[src/rtl/sine_sched_pkg.sv]
// Shared types, default constants and modular address arithmetic for the
// time-multiplexed three-phase sine LUT scheduler.
package sine_sched_pkg;

    localparam int LUT_DEPTH_DEF = 20000;
    localparam int ADDR_W_DEF    = 15;
    localparam int DATA_W_DEF    = 8;
    localparam int OFFS_B_DEF    = 6667;
    localparam int OFFS_C_DEF    = 13333;

    typedef logic [ADDR_W_DEF-1:0] addr_t;
    typedef logic [ADDR_W_DEF:0]   addr_ext_t;

    typedef enum logic [2:0] {
        ST_IDLE   = 3'd0,
        ST_ADDR_A = 3'd1,
        ST_ADDR_B = 3'd2,
        ST_ADDR_C = 3'd3,
        ST_COMMIT = 3'd4
    } state_t;

    // Both operands are below LUT_DEPTH, so one conditional subtract is enough.
    function automatic addr_t wrap_add(input addr_t a, input addr_t b);
        addr_ext_t sum_s;
        sum_s = {1'b0, a} + {1'b0, b};
        if (sum_s >= addr_ext_t'(LUT_DEPTH_DEF)) begin
            sum_s = sum_s - addr_ext_t'(LUT_DEPTH_DEF);
        end else begin
            sum_s = sum_s;
        end
        return sum_s[ADDR_W_DEF-1:0];
    endfunction

endpackage

[src/rtl/sine_lut_scheduler_phase_accum.sv]
// Phase accumulator: frame step latch with saturation, phase_rst pending flag
// and the base address register advanced once per committed frame.
module phase_accum
    import sine_sched_pkg::*;
#(
    parameter int LUT_DEPTH = LUT_DEPTH_DEF,
    parameter int ADDR_W    = ADDR_W_DEF
) (
    input  logic              clk,
    input  logic              rst_n,
    input  logic              frame_start,
    input  logic              commit,
    input  logic              phase_rst,
    input  logic [ADDR_W-1:0] freq_step,
    output logic [ADDR_W-1:0] base
);

    localparam logic [ADDR_W-1:0] STEP_MAX = ADDR_W'(LUT_DEPTH - 1);

    logic [ADDR_W-1:0] step_r;
    logic [ADDR_W-1:0] base_r;
    logic [ADDR_W-1:0] step_sat_s;
    logic [ADDR_W-1:0] next_base_s;
    logic              pend_r;

    // Saturate the step and pick the next base, honouring a same-cycle phase_rst.
    always_comb begin
        step_sat_s  = freq_step;
        next_base_s = base_r;
        if (freq_step >= ADDR_W'(LUT_DEPTH)) begin
            step_sat_s = STEP_MAX;
        end else begin
            step_sat_s = freq_step;
        end
        if (pend_r || phase_rst) begin
            next_base_s = {ADDR_W{1'b0}};
        end else begin
            next_base_s = wrap_add(base_r, step_r);
        end
    end

    // Step is latched at frame start so it stays constant for the whole frame.
    always_ff @(posedge clk or negedge rst_n) begin
        if (!rst_n) begin
            step_r <= {ADDR_W{1'b0}};
        end else if (frame_start) begin
            step_r <= step_sat_s;
        end else begin
            step_r <= step_r;
        end
    end

    // Base advances only at commit; that commit also consumes any pending phase reset.
    always_ff @(posedge clk or negedge rst_n) begin
        if (!rst_n) begin
            base_r <= {ADDR_W{1'b0}};
            pend_r <= 1'b0;
        end else if (commit) begin
            base_r <= next_base_s;
            pend_r <= 1'b0;
        end else if (phase_rst) begin
            base_r <= base_r;
            pend_r <= 1'b1;
        end else begin
            base_r <= base_r;
            pend_r <= pend_r;
        end
    end

    assign base = base_r;

endmodule

[src/rtl/sine_lut_scheduler.sv]
// Time-multiplexes one single-port sine LUT into three 120-degree-spaced
// samples per tick and presents them together on registered outputs.
module sine_lut_scheduler
    import sine_sched_pkg::*;
#(
    parameter int LUT_DEPTH = LUT_DEPTH_DEF,
    parameter int ADDR_W    = ADDR_W_DEF,
    parameter int DATA_W    = DATA_W_DEF,
    parameter int OFFS_B    = OFFS_B_DEF,
    parameter int OFFS_C    = OFFS_C_DEF
) (
    input  logic              clk,
    input  logic              rst_n,
    input  logic              enable,
    input  logic              sample_tick,
    input  logic [ADDR_W-1:0] freq_step,
    input  logic              phase_rst,
    input  logic              ovr_clr,
    output logic [ADDR_W-1:0] lut_addr,
    output logic              lut_rd_en,
    input  logic [DATA_W-1:0] lut_data,
    output logic [DATA_W-1:0] out_a,
    output logic [DATA_W-1:0] out_b,
    output logic [DATA_W-1:0] out_c,
    output logic              out_valid,
    output logic              busy,
    output logic              overrun
);

    state_t            state_r;
    state_t            next_state_s;
    logic [ADDR_W-1:0] base_s;
    logic [ADDR_W-1:0] addr_b_s;
    logic [ADDR_W-1:0] addr_c_s;
    logic [ADDR_W-1:0] lut_addr_nxt_s;
    logic              lut_rd_en_nxt_s;
    logic              tick_drop_s;
    logic              frame_start_s;
    logic              commit_s;

    logic [ADDR_W-1:0] lut_addr_r;
    logic              lut_rd_en_r;
    logic [DATA_W-1:0] hold_a_r;
    logic [DATA_W-1:0] hold_b_r;
    logic [DATA_W-1:0] out_a_r;
    logic [DATA_W-1:0] out_b_r;
    logic [DATA_W-1:0] out_c_r;
    logic              out_valid_r;
    logic              busy_r;
    logic              overrun_r;

    assign frame_start_s = (state_r == ST_ADDR_A);
    assign commit_s      = (state_r == ST_COMMIT);
    assign tick_drop_s   = sample_tick && (state_r != ST_IDLE);
    assign addr_b_s      = wrap_add(base_s, ADDR_W'(OFFS_B));
    assign addr_c_s      = wrap_add(base_s, ADDR_W'(OFFS_C));

    phase_accum #(
        .LUT_DEPTH (LUT_DEPTH),
        .ADDR_W    (ADDR_W)
    ) u_phase_accum (
        .clk         (clk),
        .rst_n       (rst_n),
        .frame_start (frame_start_s),
        .commit      (commit_s),
        .phase_rst   (phase_rst),
        .freq_step   (freq_step),
        .base        (base_s)
    );

    // Next-state logic; ticks only open a frame from IDLE while enabled.
    always_comb begin
        next_state_s = state_r;
        case (state_r)
            ST_IDLE: begin
                if (sample_tick && enable) begin
                    next_state_s = ST_ADDR_A;
                end else begin
                    next_state_s = ST_IDLE;
                end
            end
            ST_ADDR_A: next_state_s = ST_ADDR_B;
            ST_ADDR_B: next_state_s = ST_ADDR_C;
            ST_ADDR_C: next_state_s = ST_COMMIT;
            ST_COMMIT: next_state_s = ST_IDLE;
            default:   next_state_s = ST_IDLE;
        endcase
    end

    // LUT port is decoded from the next state so it is registered yet valid in the issuing state.
    always_comb begin
        lut_addr_nxt_s  = lut_addr_r;
        lut_rd_en_nxt_s = 1'b0;
        case (next_state_s)
            ST_ADDR_A: begin
                lut_addr_nxt_s  = base_s;
                lut_rd_en_nxt_s = 1'b1;
            end
            ST_ADDR_B: begin
                lut_addr_nxt_s  = addr_b_s;
                lut_rd_en_nxt_s = 1'b1;
            end
            ST_ADDR_C: begin
                lut_addr_nxt_s  = addr_c_s;
                lut_rd_en_nxt_s = 1'b1;
            end
            default: begin
                lut_addr_nxt_s  = lut_addr_r;
                lut_rd_en_nxt_s = 1'b0;
            end
        endcase
    end

    // State, LUT port and busy registers.
    always_ff @(posedge clk or negedge rst_n) begin
        if (!rst_n) begin
            state_r     <= ST_IDLE;
            lut_addr_r  <= {ADDR_W{1'b0}};
            lut_rd_en_r <= 1'b0;
            busy_r      <= 1'b0;
        end else begin
            state_r     <= next_state_s;
            lut_addr_r  <= lut_addr_nxt_s;
            lut_rd_en_r <= lut_rd_en_nxt_s;
            busy_r      <= (next_state_s != ST_IDLE);
        end
    end

    // Read data arrives one state after its address; park A and B until C lands.
    always_ff @(posedge clk or negedge rst_n) begin
        if (!rst_n) begin
            hold_a_r <= {DATA_W{1'b0}};
            hold_b_r <= {DATA_W{1'b0}};
        end else if (state_r == ST_ADDR_B) begin
            hold_a_r <= lut_data;
            hold_b_r <= hold_b_r;
        end else if (state_r == ST_ADDR_C) begin
            hold_a_r <= hold_a_r;
            hold_b_r <= lut_data;
        end else begin
            hold_a_r <= hold_a_r;
            hold_b_r <= hold_b_r;
        end
    end

    // All three phases update on the same edge so the PWM never sees a mixed set.
    always_ff @(posedge clk or negedge rst_n) begin
        if (!rst_n) begin
            out_a_r     <= {DATA_W{1'b0}};
            out_b_r     <= {DATA_W{1'b0}};
            out_c_r     <= {DATA_W{1'b0}};
            out_valid_r <= 1'b0;
        end else if (commit_s) begin
            out_a_r     <= hold_a_r;
            out_b_r     <= hold_b_r;
            out_c_r     <= lut_data;
            out_valid_r <= 1'b1;
        end else begin
            out_a_r     <= out_a_r;
            out_b_r     <= out_b_r;
            out_c_r     <= out_c_r;
            out_valid_r <= 1'b0;
        end
    end

    // Sticky overrun; a dropped tick wins over a simultaneous clear.
    always_ff @(posedge clk or negedge rst_n) begin
        if (!rst_n) begin
            overrun_r <= 1'b0;
        end else if (tick_drop_s) begin
            overrun_r <= 1'b1;
        end else if (ovr_clr) begin
            overrun_r <= 1'b0;
        end else begin
            overrun_r <= overrun_r;
        end
    end

    assign lut_addr  = lut_addr_r;
    assign lut_rd_en = lut_rd_en_r;
    assign out_a     = out_a_r;
    assign out_b     = out_b_r;
    assign out_c     = out_c_r;
    assign out_valid = out_valid_r;
    assign busy      = busy_r;
    assign overrun   = overrun_r;

endmodule

[config.mk]
export PLATFORM = sky130hd
export DESIGN_NAME = sine_lut_scheduler
export DESIGN_NICKNAME = d
export VERILOG_FILES = /design/src/rtl/sine_sched_pkg.sv /design/src/rtl/sine_lut_scheduler_phase_accum.sv /design/src/rtl/sine_lut_scheduler.sv
export SDC_FILE = /design/constraint.sdc
export NUM_CORES = 1
export LEC_CHECK = 0
export CAP_MARGIN = 0
export CORE_UTILIZATION = 55
export CTS_CLUSTER_DIAMETER = 100
export DETAILED_ROUTE_END_ITERATION = 10
export GPL_ROUTABILITY_DRIVEN = 0
export HOLD_SLACK_MARGIN = 0.1
export PLACE_DENSITY = 0.8
export SLEW_MARGIN = 25
export SYNTH_ARGS = -nofsm -noshare
export SYNTH_HDL_FRONTEND = slang
export SYNTH_SLANG_ARGS = --single-unit
export TNS_END_PERCENT = 100
[constraint.sdc]
create_clock -name clk -period 10.2 [get_ports clk]
set_input_delay 1.02 -clock clk [delete_from_list [all_inputs] [get_ports clk]]
set_output_delay 1.02 -clock clk [all_outputs]
set_load 0.005 [all_outputs]
======== Word-level counts from Yosys, hierarchy flattened ========
Cells that the tools add are included.
storage, ports and cells
  register bits after elaboration ......... 93
  output and inout bits ................... 43
  logic and storage cells ................. 57
  input port bits ......................... 29
operators by class
  equality and inequality tests ........... 7
  reduce and logical (&&, ||, !) cells .... 11
  add/sub/neg operators ................... 6
  magnitude comparators ................... 4
  muxes and demuxes ....................... 14
  bitwise operators ....................... 1
operator list
  operator                  count
  $mux W15                  5
  $ge A16 B15 Y1 const B    3
  $pmux W15 S3              1
  $sub A15 B15 Y15 const B  3
  $add A15 B13 Y16 const B  1
  $add A15 B14 Y16 const B  1
  $add A15 B15 Y16          1
  $ge A15 B15 Y1 const B    1
  $eq A3 B2 Y1 const B      4
  $pmux W3 S4               1
  $reduce_bool A3 Y1        3
  $mux W1                   7
  $eq A3 B1 Y1 const B      2
  $reduce_bool A2 Y1        2
  $eq A3 B3 Y1 const B      1
  $logic_not A3 Y1          1
  $reduce_or A3 Y1          1
  $logic_and A1 B1 Y1       2
  $reduce_and A2 Y1         1
  $logic_or A1 B1 Y1        1
  $not A1 Y1                1

======== Longest topological paths before layout ========
Gate-level depths: netlist of run 1.
  word-level depth ........................ 6
  depth in mapped cells ................... 14
  depth with buffers taken out ............ 13

======== By module ========
From an unflattened synthesis of run 1, not the netlist that was laid out.
unflattened totals
  cells, all modules ...................... 681
  area, all modules ....................... 6,170.9 um^2
modules (own cells, without submodules)
  module              cells an instance  area each (um^2)  times used
  sine_lut_scheduler  437                3,910.0           1
  phase_accum         244                2,260.9           1

======== Least setup slack after synthesis of run 1 ========
OpenSTA, ideal clock, no wires.
  path kind ............................... register -> register
  start point ............................. register u_phase_accum.base_r[1], in the netlist u_phase_accum.base[1]
  end point ............................... register u_phase_accum.base_r[8], in the netlist u_phase_accum.base[8]
  cell stages (with the launch flop) ...... 15
  arrival ................................. 3.283 ns
  library setup time ...................... 0.071 ns
  slack ................................... 6.846 ns
  period minus slack after synthesis ...... 3.354 ns
  cells stage by stage .................... dfrtp_1 -> clkbuf_1 -> inv_1 -> fa_1 -> nor2b_1 -> o31ai_1 -> a311oi_2 -> a21boi_2 -> a311oi_1 -> and3_1 -> buf_6 -> o31a_1 -> buf_6 -> or4_1 -> nand4_1
on the way
  word-level cells in the longest chain between the ends .. 4
  elaborated cells between the ends (all ways) .. 5
  those cells by class .................... add/sub: 2; order compare: 1; mux: 2
RTL lines
  element                                                    line                                        source
  start, declared                                            sine_lut_scheduler_phase_accum.sv:21        logic [ADDR_W-1:0] base_r;
  start signal, assigned                                     sine_lut_scheduler_phase_accum.sv:56        base_r <= {ADDR_W{1'b0}};
  start signal, assigned                                     sine_lut_scheduler_phase_accum.sv:59        base_r <= next_base_s;
  start signal, assigned                                     sine_lut_scheduler_phase_accum.sv:62        base_r <= base_r;
  $add A15 B15 Y16 *                                         sine_sched_pkg.sv:25                        sum_s = {1'b0, a} + {1'b0, b};
  $sub A15 B15 Y15 / $ge A16 B15 Y1 (equally long branches)  sine_sched_pkg.sv:27, sine_sched_pkg.sv:26
  $mux W15 *                                                 sine_sched_pkg.sv:26                        if (sum_s >= addr_ext_t'(LUT_DEPTH_DEF)) begin
  $mux W15 *                                                 sine_lut_scheduler_phase_accum.sv:35        if (pend_r || phase_rst) begin
Every way passes the cells marked *; elsewhere a longest branch is shown, timed or not.
A chain may end at the register's enable or synchronous reset.

======== Final worst setup path of run 1 ========
  start point ............................. register u_phase_accum.base_r[0], in the netlist u_phase_accum.base[0]
  end point ............................... register u_phase_accum.base_r[10], in the netlist u_phase_accum.base[10]
Same word-level chain as after synthesis.

==> results of run 1 <==
## registers in the layout, summed over array words and instances, names as in the netlist
register,flops
u_phase_accum.step_r,15
state_r,3
out_a,8
u_phase_accum.pend_r,1
u_phase_accum.base,15
out_c,8
busy,1
hold_b_r,8
out_b,8
overrun,1
out_valid,1
lut_rd_en,1
hold_a_r,8
lut_addr,15
## logic make-up (layout without fill, tap and decap cells)
group,Yosys count,in the layout,share of synthesized area
AND/OR/NAND/NOR,274,274,0.208
AO/OA/AOI/OAI,187,187,0.214
flip-flops,93,93,0.374
buffers and inverters,65,108,0.0420
XOR/XNOR,40,40,0.0575
multiplexers,35,35,0.0611
adder cells (fa/ha/maj),21,21,0.0434
## worst max path at each step
stage               slack (ns)                     end                  start
floorplan                 6.85   u_phase_accum.base[8]  u_phase_accum.base[1]
global placement          6.65   u_phase_accum.base[6]  u_phase_accum.base[4]
detailed placement        6.42  u_phase_accum.base[10]  u_phase_accum.base[0]
CTS                       6.38  u_phase_accum.base[10]  u_phase_accum.base[0]
global route              6.02  u_phase_accum.base[10]  u_phase_accum.base[0]
finish                    6.29  u_phase_accum.base[10]  u_phase_accum.base[0]
## layout by cell type, fill, tap and decap left out, drive strengths merged, types with 9 or more instances in the layout
cell / Yosys / layout
ha: 20 / 20
nor2: 42 / 42
mux2i: 11 / 11
o21ai: 32 / 32
o31ai: 11 / 11
dfrtp: 93 / 93
clkbuf: 40 / 9
nand2: 128 / 128
nand4: 9 / 9
a21o: 12 / 12
a31oi: 12 / 12
a21oi: 32 / 32
nand3: 18 / 18
nor4: 9 / 9
nor3: 15 / 15
clkdlybuf4s50: 0 / 70
xnor2: 22 / 22
xor2: 18 / 18
mux2: 24 / 24
inv: 17 / 19
## power by group
part / switching (mW) / internal, mW
clock network: 0.147 / 0.166
registers: 0.192 / 0.536
logic: 0.861 / 0.678
## routing by layer
metal	vias to the layer above	share of wire	track usage
met3	48	0.078	0.0536
li1	2699	-	-
met1	2749	0.41	0.367
met2	276	0.48	0.465
met5	-	0	0
met4	0	0.031	0.116
## worst max-delay path, cell delays in order, from the launching register on
cell,delay (ns)
dfrtp_1,0.54
ha_1,0.24
inv_1,0.06
fa_1,0.39
nor2b_1,0.27
o2111ai_1,0.20
a31oi_1,0.34
xnor2_2,0.14
a311oi_1,0.37
and3_1,0.33
o31a_1,0.46
mux2i_1,0.26
o2111ai_1,0.15
## metrics by stage
stage	hold WS [ns]	worst slack (ns)	cells	total power, mW
6_report	0.474	6.29	898	2.58
5_1_grt	0.496	6.02	898	2.76
4_1_cts	0.476	6.38	898	2.55
3_5_place_dp	0.458	6.42	883	2.23
3_3_place_gp	0.453	6.65	883	2.16
2_1_floorplan	0.440	6.85	715	1.79
## layout make-up
class                   instances  area share
well taps                     140      0.0243
flip-flops and latches         93       0.322
repair buffers                 75       0.102
clock inverters                 6     0.00676
inverters                      18     0.00936
multi-input cells             557       0.504
clock buffers                   9      0.0312
==> results.txt, run 1 <==
Reg2Reg Depth - 12
clock root buffer - clkbuf_16
# Post-CTS Setup Buffers - 0
Yosys top cell by area - dfrtp_1
H-tree lvl count - 3
Worst R2R End - u_phase_accum.base[10]
multi-input logic area - 3640 µm²
CTS tree - done
remaining global-route overflow - 0
Final Setup Violations - 0
P per Cell Area - 357 nW/µm²
vias in the first global route - 5377
clock-pin slew on the worst setup and hold paths - 0.07 ns
Max Slew Vio Count - 0
Reg2Reg Setup Slack - 6.29 ns
hold-critical path depth - 2
Skew-Pair Late Insertion Delay - 0.35 ns
Buffers on Ports - 71
GR Util All Layers - 0.283
start of the worst register-to-register path - u_phase_accum.base[0]
worst vdd ir - 0.169 mV
Initial DRC Count - 353
register area share after synthesis - 0.374
skew final - 0.00870 ns
top cell type's share of synthesized area - 0.374
Slew headroom - 0.373
worst hold start - hold_a_r[0]
P&R area growth vs syn - 16.0%
Syn. warnings - 0
# nets final - 804
Max clock buf depth - 2
ANT cells - 0
Synth Cell Area - 6220 µm²
Die X - 108 µm
setup repair after global routing missed its margin - false
I/O pin count - 72
CTS Buf Count - 9
CP Launch Type - flip-flop
post-route cell area - 7220 µm²
clk sinks - 93
Core Area - 10900 µm²
setup TNS - 0 ns
Worst Path Required - 10.40 ns
first-pass GRT wire length - 25.9 mm
vias per cell - 6.43
most numerous cell in the Yosys netlist - nand2_1
CP endpoint kind - flip-flop
DP HPWL - 11.8 mm
WHS Endpoint - hold_a_r[0]
largest cells by area after synthesis - dfrtp_1 37%, nand2_1 7.7%, mux2_2 4.3%
Post-synth top cells - 128 x nand2_1, 93 x dfrtp_1, 42 x nor2_1
final WL - 16.2 mm
initial antenna violation count - 0
post_cts resized - 0
fraction of layout cells with a size suffix above 1 - 0.0805
Critical Path Fanout Max - 13
post-synth cell types - 73
cts hold-fix bufs - 0
final core utilization - 0.660
starting density of the core - 0.569
Max Fclk - 0.256 GHz
Syn Nets - 765
synthesized area per cell - 8.70 µm²
crit path DAT - 4.11 ns
cell count after synthesis - 715
area of placed instances - 6950 µm²
final worst path period share - 0.384
status - completed
Pleak - 3.09 nW
WL/cell - 18.0 µm
residual DRC count - 0
fin crit period - 3.91 ns
ANT nets after route - 0
Hold Fails Final Rpt - 0
first drt pass iteration count - 7
critical path class - reg -> reg
Yosys reg bits - 93
Die Area - 11700 µm²
largest net degree at the start of global routing - 53
Layout fillers - 915
die height - 108 µm
max-cap violations - 0
register area - 2330 µm²
via count - 5772
post-synthesis async set-or-reset flop share - 1.00
row count - 38
number of synthesized flops with an enable pin - 0
worst-margin pin slew - 0.931 ns
Min-Delay Path Class - reg -> reg
ys flop type - dfrtp_1
Note: power is estimated with default switching activity, not from simulation.
==> run 2, diff against run 1 <==
--- a/config.mk
+++ b/config.mk
@@ -6,12 +6,12 @@
 export NUM_CORES = 1
 export LEC_CHECK = 0
 export CAP_MARGIN = 0
-export CORE_UTILIZATION = 55
+export CORE_UTILIZATION = 52
 export CTS_CLUSTER_DIAMETER = 100
 export DETAILED_ROUTE_END_ITERATION = 10
 export GPL_ROUTABILITY_DRIVEN = 0
 export HOLD_SLACK_MARGIN = 0.1
-export PLACE_DENSITY = 0.8
+export PLACE_DENSITY = 0.79
 export SLEW_MARGIN = 25
 export SYNTH_ARGS = -nofsm -noshare
 export SYNTH_HDL_FRONTEND = slang
==> constraint.sdc (replaced) <==
create_clock -name clk -period 3.36 [get_ports clk]
set_input_delay 0.336 -clock clk [delete_from_list [all_inputs] [get_ports clk]]
set_output_delay 0.336 -clock clk [all_outputs]
set_load 0.005 [all_outputs]
==> results.txt, run 2 (synthesis gave the netlist of run 1 again) <==
clock root buffer - clkbuf_16
Die Area - 12400 µm²
Final Setup Violations - 0
final worst path period share - 0.965
first-pass GRT wire length - 27.2 mm
GR Util All Layers - 0.269
fraction of layout cells with a size suffix above 1 - 0.132
worst-margin pin slew - 0.922 ns
skew final - 0.00477 ns
worst vdd ir - 0.478 mV
Initial DRC Count - 457
Die X - 111 µm
Hold Fails Final Rpt - 0
max-cap violations - 0
commonest non-fill, non-tap cell in the layout - nand2_1
status - finished, violations left
starting density of the core - 0.540
Buffers on Ports - 71
CP max stage delay - 0.42 ns
Reg2Reg Setup Slack - 0.12 ns
Max Fclk - 0.308 GHz
Max Slew Vio Count - 0
H-tree lvl count - 3
first drt pass iteration count - 8
WL/cell - 17.9 µm
Slew headroom - 0.384
# nets final - 838
vias per cell - 6.33
die height - 111 µm
Skew-Pair Late Insertion Delay - 0.34 ns
crit path DAT - 3.46 ns
clk sinks - 93
CP top delay family - compound AO/OA/AOI/OAI gates
initial antenna violation count - 0
Critical Path Fanout Max - 13
Worst Path Required - 3.58 ns
P&R area growth vs syn - 21.2%
ANT cells - 0
setup TNS - 0 ns
crit path cell chain - ha_1 > inv_1 > fa_1 > nor2b_2 > o31ai_1 > a311oi_2 > a21boi_2 > a311oi_1 > and3_1 > o31a_4 > nand2b_1 > a221o_1
CP endpoint kind - flip-flop
most frequent cells in the layout - 128 x nand2_1, 93 x dfrtp_1, 70 x clkdlybuf4s50_1
cts hold-fix bufs - 0
CTS Buf Count - 9
Critical path buffers and inverters - 1
clock-pin slew on the worst setup and hold paths - 0.07 ns
row count - 39
ANT nets after route - 0
residual DRC count - 14
CTS tree - done
Min-Delay Path Class - in -> async
fin crit period - 3.24 ns
final WL - 16.8 mm
Max clock buf depth - 2
critical path class - reg -> reg
I/O pin count - 72
via count - 5929
DP HPWL - 12.1 mm
P per Cell Area - 1100 nW/µm²
violated checks - design-rule violations
CP max stage cell - fa_1
Pleak - 3.28 nW
CP Launch Type - flip-flop
vias in the first global route - 5608
remaining global-route overflow - 0
total power - 8.30 mW
Core Area - 11500 µm²
largest net degree at the start of global routing - 69
## run 2: metal layers
| metal | up-vias | global-route usage | part of all wire |
|---|---|---|---|
| met1 | 2851 | 0.364 | 0.43 |
| met3 | 32 | 0.0381 | 0.068 |
| li1 | 2757 | - | - |
| met2 | 289 | 0.448 | 0.48 |
| met4 | 0 | 0.0856 | 0.021 |
| met5 | - | 0 | 0 |
## run 2: power breakdown
group	leakage (nW)	internal (mW)	switching (mW)	total (mW)
clock network	0.137	0.530	0.439	0.969
logic	2.00	2.40	2.94	5.33
registers	1.15	1.63	0.368	2.00
total	3.28	4.56	3.74	8.30
## run 2: layout make-up
class                      count  area (µm²)
clock buffer                  11         243
clock inverter                 5        42.5
fill                         935        3980
inverter                      18        67.6
multi-input combinational    557        3690
sequential                    93        2330
tap                          143         179
timing repair buffer         109         993
## run 2: worst paths after layout
check / start / endpoint / cells after the start
worst min register to register: u_phase_accum.step_r[13] / u_phase_accum.step_r[13] / 2
worst min-delay path: rst_n / lut_addr[13] / 1
worst max-delay path: u_phase_accum.step_r[0] / u_phase_accum.base[5] / 12
max in group asynchronous: rst_n / out_c[2] / 2
worst max register to register: u_phase_accum.step_r[0] / u_phase_accum.base[5] / 12
min in group clk: u_phase_accum.step_r[13] / u_phase_accum.step_r[13] / 2
## run 2: worst reg2reg max path, cell delays in order (launching register included)
cell and delay (ns):
dfrtp_1 0.37, ha_1 0.17, inv_1 0.06, fa_1 0.42
nor2b_2 0.20, o31ai_1 0.12, a311oi_2 0.31, a21boi_2 0.25
a311oi_1 0.13, and3_1 0.24, o31a_4 0.35, nand2b_1 0.18
a221o_1 0.32
## run 2: metrics by stage
step	area, µm²	utilization	setup WS [ns]	instances	hold WS (ns)
global placement	7170	0.623	0.117	916	0.453
finish	7540	0.655	0.117	936	0.0753
floorplan	6220	-	0.00616	715	0.0404
global route	7540	0.655	-0.0394	936	0.191
CTS	7480	0.649	0.0363	933	0.152
detailed placement	7170	0.623	-0.0223	916	0.463
## run 2: what timing repair did
| item | 4_1_cts | 5_1_grt |
|---|---|---|
| pin swaps | 1 | 2 |
| resized for setup | 2 | 11 |
| setup endpoints to repair | 6 | 17 |
| buffers inserted | 1 | 3 |
==> run 3, diff against run 2 <==
--- a/config.mk
+++ b/config.mk
@@ -5,9 +5,10 @@
 export SDC_FILE = /design/constraint.sdc
 export NUM_CORES = 1
 export LEC_CHECK = 0
-export CAP_MARGIN = 0
+export CAP_MARGIN = 10
 export CORE_UTILIZATION = 52
 export CTS_CLUSTER_DIAMETER = 100
+export CTS_CLUSTER_SIZE = 30
 export DETAILED_ROUTE_END_ITERATION = 10
 export GPL_ROUTABILITY_DRIVEN = 0
 export HOLD_SLACK_MARGIN = 0.1
==> results of run 3 <==
The final DEF is identical to that of run 2; final timing and power are the same.
